`src/rtl/axis_rr_arb_4to1.sv`:
```
// Round-robin arbiter and handshake gate for a 4:1 AXI-stream mux.
// Grants one source at a time for at most MAX_BURST beats, with one idle bubble between grants.
module axis_rr_arb_4to1 #(
  parameter int MAX_BURST = 4
) (
  input  logic       clk,
  input  logic       rst_n,
  input  logic [3:0] req,
  output logic [1:0] sel,
  input  logic       m_valid,
  output logic       m_ready,
  output logic       out_valid,
  input  logic       out_ready,
  output logic [3:0] grant,
  output logic       busy
);

  localparam int CW = (MAX_BURST > 1) ? $clog2(MAX_BURST) : 1;
  localparam logic [CW-1:0] LAST_BEAT = CW'(MAX_BURST - 1);

  typedef enum logic {
    ST_IDLE  = 1'b0,
    ST_GRANT = 1'b1
  } state_t;

  state_t          r_state;
  logic [1:0]      r_sel;
  logic [1:0]      r_last;
  logic [3:0]      r_grant;
  logic            r_busy;
  logic [CW-1:0]   r_beat_cnt;

  logic            w_hs;
  logic            w_release;
  logic            w_pick_valid;
  logic [1:0]      w_pick;

  assign w_hs      = m_valid & out_ready & r_busy;
  assign w_release = (w_hs && (r_beat_cnt == LAST_BEAT)) || !req[r_sel];

  // Scan from farthest to nearest offset so the source right after r_last wins.
  always_comb begin
    logic [1:0] idx;
    idx          = r_last;
    w_pick       = r_last;
    w_pick_valid = 1'b0;
    for (int k = 4; k >= 1; k--) begin
      idx = r_last + 2'(k);
      if (req[idx]) begin
        w_pick       = idx;
        w_pick_valid = 1'b1;
      end
    end
  end

  always_ff @(posedge clk) begin
    if (!rst_n) begin
      r_state    <= ST_IDLE;
      r_sel      <= 2'd0;
      r_last     <= 2'd3;
      r_grant    <= 4'd0;
      r_busy     <= 1'b0;
      r_beat_cnt <= '0;
    end else begin
      case (r_state)
        ST_IDLE: begin
          if (w_pick_valid) begin
            r_state    <= ST_GRANT;
            r_sel      <= w_pick;
            r_grant    <= 4'd1 << w_pick;
            r_busy     <= 1'b1;
            r_beat_cnt <= '0;
          end
        end
        ST_GRANT: begin
          if (w_release) begin
            r_state    <= ST_IDLE;
            r_busy     <= 1'b0;
            r_grant    <= 4'd0;
            r_last     <= r_sel;
            r_beat_cnt <= '0;
          end else if (w_hs) begin
            r_beat_cnt <= r_beat_cnt + 1'b1;
          end
        end
        default: begin
          r_state <= ST_IDLE;
          r_busy  <= 1'b0;
          r_grant <= 4'd0;
        end
      endcase
    end
  end

  assign sel       = r_sel;
  assign grant     = r_grant;
  assign busy      = r_busy;
  assign m_ready   = out_ready & r_busy;
  assign out_valid = m_valid & r_busy;

endmodule

```
`config.mk`:
```
export PLATFORM = sky130hd
export DESIGN_NAME = axis_rr_arb_4to1
export DESIGN_NICKNAME = d
export VERILOG_FILES = /design/src/rtl/axis_rr_arb_4to1.sv
export SDC_FILE = /design/constraint.sdc
export NUM_CORES = 1
export LEC_CHECK = 0
export CAP_MARGIN = 20
export CORE_MARGIN = 4
export CORE_UTILIZATION = 24
export DETAILED_ROUTE_END_ITERATION = 6
export SLEW_MARGIN = 30
export SYNTH_ARGS = -nofsm -noshare
export SYNTH_HDL_FRONTEND = slang
export SYNTH_SLANG_ARGS = --single-unit
```
`constraint.sdc`:
```
create_clock -name clk -period 3.8 [get_ports clk]
set_input_delay 0.95 -clock clk [delete_from_list [all_inputs] [get_ports clk]]
set_output_delay 0.95 -clock clk [all_outputs]
set_load 0.005 [all_outputs]
```
[Yosys cells after proc, flatten, opt, wreduce, memory -nomap -nowiden]
Index checks and enable logic that the tools add are counted.
Storage, ports and cells
  bits in registers: 12
  logic and storage cells: 62
Operators by class
  $add $sub $neg: 4
  order comparisons: 5
  equality and inequality tests: 4
  shifts and indexed selects: 1
  mux-type cells: 30
  bitwise operators: 5
  reductions and logical operators: 7
Operators by type and width (count)
  < comparator 2 x 3 -> 1 bit, second input constant: 5
  2-to-1 mux 1 bit: 13
  2-to-1 mux 2 bit: 6
  binary-select mux 1 bit (select 2 bit): 5
  2-to-1 mux 4 bit: 2
  one-hot mux 4 bit (2 select lines): 1
  AND reduction 2 bit: 4
  adder 2 x 1 -> 2 bit, second input constant: 2
  adder 2 bit, second input constant: 2
  AND 1 bit: 4
  one-hot mux 1 bit (2 select lines): 2
  one-hot mux 2 bit (2 select lines): 1
  left shift 1 x 2 -> 4 bit, first input constant: 1
  != test 3 x 1 -> 1 bit, second input constant: 1
  equality test 2 bit, second input constant: 1
  != test 2 x 1 -> 1 bit, second input constant: 1
  != test 2 bit, second input constant: 1
  logical AND 1 bit: 1
  logical NOT 1 bit: 1
  logical OR 1 bit: 1
  NOT 1 bit: 1

[Depth between registers and ports, before layout]
  depth after elaboration: 9
  gate-level depth with buffers: 6
  depth with buffers taken out: 5

[Worst setup path before layout]
Ideal clock, no wire load.
  path type: input to output
  start point: input port m_valid
  end point: output port out_valid
  arrival: 1142 ps
  required time: 2850 ps
  setup slack: 1708 ps
  cell stages on the path: 1
  cell sequence: and2_2
On the way
  longest elaborated chain between the ends: 1
Ends and longest elaborated chain
  start, declared: RTL line 10  | input logic m_valid,
  AND 1 bit: RTL line 99  | assign out_valid = m_valid & r_busy;
  end, declared: RTL line 12  | output logic out_valid,
Every way passes these cells.

[Final worst setup path]
  start point: input port out_ready
  end point: output port m_ready
On the way
  longest elaborated chain between the ends: 1
Ends and longest elaborated chain
  start, declared: RTL line 13  | input logic out_ready,
  AND 1 bit: RTL line 98  | assign m_ready = out_ready & r_busy;
  end, declared: RTL line 11  | output logic m_ready,
Every way passes these cells.

==> impl_metrics.env <==
export IMPL_status="finished clean"
export IMPL_place_area_um2=850
export IMPL_postSynthAreaPerCell_um2=8.93
export IMPL_leakagePower_nw=0.336
export IMPL_wire_per_inst_um=11.7
export IMPL_ant_nets=0
export IMPL_start_util_pct=26.0
export IMPL_slew_viol_final=0
export IMPL_antenna_found_initial=0
export IMPL_area_delta_synth_final_pct=32.0
export IMPL_clock_path_buffers=2
export IMPL_finish_net_count=102
export IMPL_rsz0062_at_grt="false"
export IMPL_synth_main_ff_cell="dfxtp_1"
export IMPL_worst_pin_slew_ns=0.454
export IMPL_setup_viol=0
export IMPL_power_mw=0.314
export IMPL_fin_area_um2=872
export IMPL_grt_max_degree=13
export IMPL_fin_crit_sh_pct=79.8
export IMPL_dp_hpwl_um=1160
export IMPL_synth_cells=74
export IMPL_core_area_mm2=0.00254
export IMPL_cts_hold_fix_buffers=0
export IMPL_final_hold_violation_count=0
export IMPL_grt_pass1_vias=561
export IMPL_io_buffers=16
export IMPL_max_slew_margin_rel_pct=69.6
export IMPL_final_common_cell="clkdlybuf4s50_1"
export IMPL_place_congestion=0.791
export IMPL_drt_iter0_drc=9
export IMPL_synthDistinctLibCells=32
export IMPL_path_clk_slew_ns=0.07
export IMPL_max_vdd_ir_drop_mv=0.133
export IMPL_crit_arrival_ns=2.08
export IMPL_end_kind="output port"
export IMPL_wl_um=1420
export IMPL_die_x_um=60.5
export IMPL_clock_latency_ns=0.26
export IMPL_synthArstFlopShare_pct=0
export IMPL_cts_tree="yes"
export IMPL_drc_errors=0
export IMPL_layout_common_cells="16 x clkdlybuf4s50_1, 12 x dfxtp_1, 9 x nand2_1"
export IMPL_grt_pass1_wl_um=2260
export IMPL_cts_resized=0
export IMPL_fp_dieH_um=60.5
export IMPL_whs_ns=0.457
export IMPL_cts_setup_buffers=0
export IMPL_clock_sinks=12
export IMPL_fin_skew_ns=0.00616
export IMPL_htree_levels=1
export IMPL_syn_area_um2=661
export IMPL_max_freq_ghz=0.330
export IMPL_num_rows=18
export IMPL_cp_start_kind="input port"
export IMPL_ioPinCount=17
export IMPL_track_usage_pct=8.26
export IMPL_drive_gt1_share_pct=12.1
export IMPL_root_buffer="clkbuf_4"
export IMPL_diodes=0
export IMPL_dr_total_vias=595
export IMPL_cts_buffers=3
export IMPL_ys_warn_count=0
export IMPL_die_area_mm2=0.00366
export IMPL_crit_fanout=4
export IMPL_seq_area_frac_synth_pct=36.4
export IMPL_drtPass1Iterations=4
export IMPL_p_per_area_mw_per_mm2=360
export IMPL_synth_seq_cells=12
export IMPL_critPathKind="input port to output port"
export IMPL_via_per_inst=4.92
export IMPL_fin_setup_tns_ns=0
export IMPL_synth_edf_count=0
export IMPL_worstPathRequired_ns=2.85
export IMPL_hp_class="flip-flop to flip-flop"
export IMPL_drv_cap=0
export IMPL_period_minus_slack_ns=3.03
export IMPL_grt_overflow_total=0
export IMPL_syn_num_nets=83
-- cells by family (layout without fill, tap and decap cells) --
logic type | count (synthesis) | after routing | synth area share [%]
fa+ha+maj | 1 | 1 | 1.89
mux | 6 | 6 | 9.28
buf+inv | 2 | 19 | 1.32
flops | 12 | 12 | 36.4
simple gates | 38 | 38 | 33.3
compound gates | 15 | 15 | 17.8
-- synth_stat cells (2+ instances only) --
cell type	instances	area [µm²]
and2_1	2	12.5
mux2i_1	5	50.1
nor2_1	6	22.5
o21ai_0	2	10.0
dfxtp_1	12	240
nor4_2	2	25.0
nand2_1	9	33.8
nand3_1	2	10.0
a22oi_1	3	22.5
a21oi_1	2	10.0
nand2b_1	4	25.0
nor2b_1	3	18.8
nor3_1	3	15.0
-- metal layers --
metal  vias to the layer above  wire length, µm  share of wire [%]  GRT usage, %
met5                         -                0                  0             0
met4                         0                0                  0          1.86
met3                         0               91                6.4          3.19
met2                        10              713                 50          14.8
met1                       283              610                 43          9.25
li1                        302                -                  -             -
-- registers in the layout (all words and copies together) (netlist names) --
register,count
r_last,2
grant,4
sel,2
busy,1
r_state,1
r_beat_cnt,2
-- path summary, 6_finish.rpt --
| check | start | cells after the start | slack (ns) | end |
|---|---|---|---|---|
| worst min-delay path | grant[3]$_SDFFE_PN0P_ | 2 | 0.46 | grant[3]$_SDFFE_PN0P_ |
| worst min register to register | grant[3]$_SDFFE_PN0P_ | 2 | 0.46 | grant[3]$_SDFFE_PN0P_ |
| worst max-delay path | out_ready | 3 | 0.77 | m_ready |
| worst max register to register | r_last[1]$_SDFFE_PN1P_ | 5 | 2.31 | grant[1]$_SDFFE_PN0P_ |
-- worst max-delay path, stage by stage --
cell,delay [ns]
clkdlybuf4s50_1,0.50
and2_1,0.14
clkdlybuf4s50_1,0.49
-- through the flow --
step | setup slack [ns] | utilization (%) | cells
5_1_grt | 0.708 | 34.3 | 121
3_3_place_gp | 0.781 | 33.4 | 118
6_report | 0.767 | 34.3 | 121
2_1_floorplan | 1.71 | - | 74
3_5_place_dp | 0.752 | 33.4 | 118
4_1_cts | 0.751 | 34.3 | 121
-- where the power goes --
part | switching (mW) | internal (mW) | total [mW]
Sequential | 0.0139 | 0.137 | 0.151
Combinational | 0.0361 | 0.0508 | 0.0869
Clock | 0.0392 | 0.0366 | 0.0757
-- cell type report --
cell class / instances / area [µm²]
repair buffers: 16 / 160
clock buffers: 3 / 22.5
flip-flops and latches: 12 / 240
fillers: 268 / 1670
multi-input cells: 60 / 412
well taps: 30 / 37.5
Note: power is estimated with default switching activity, not from simulation.
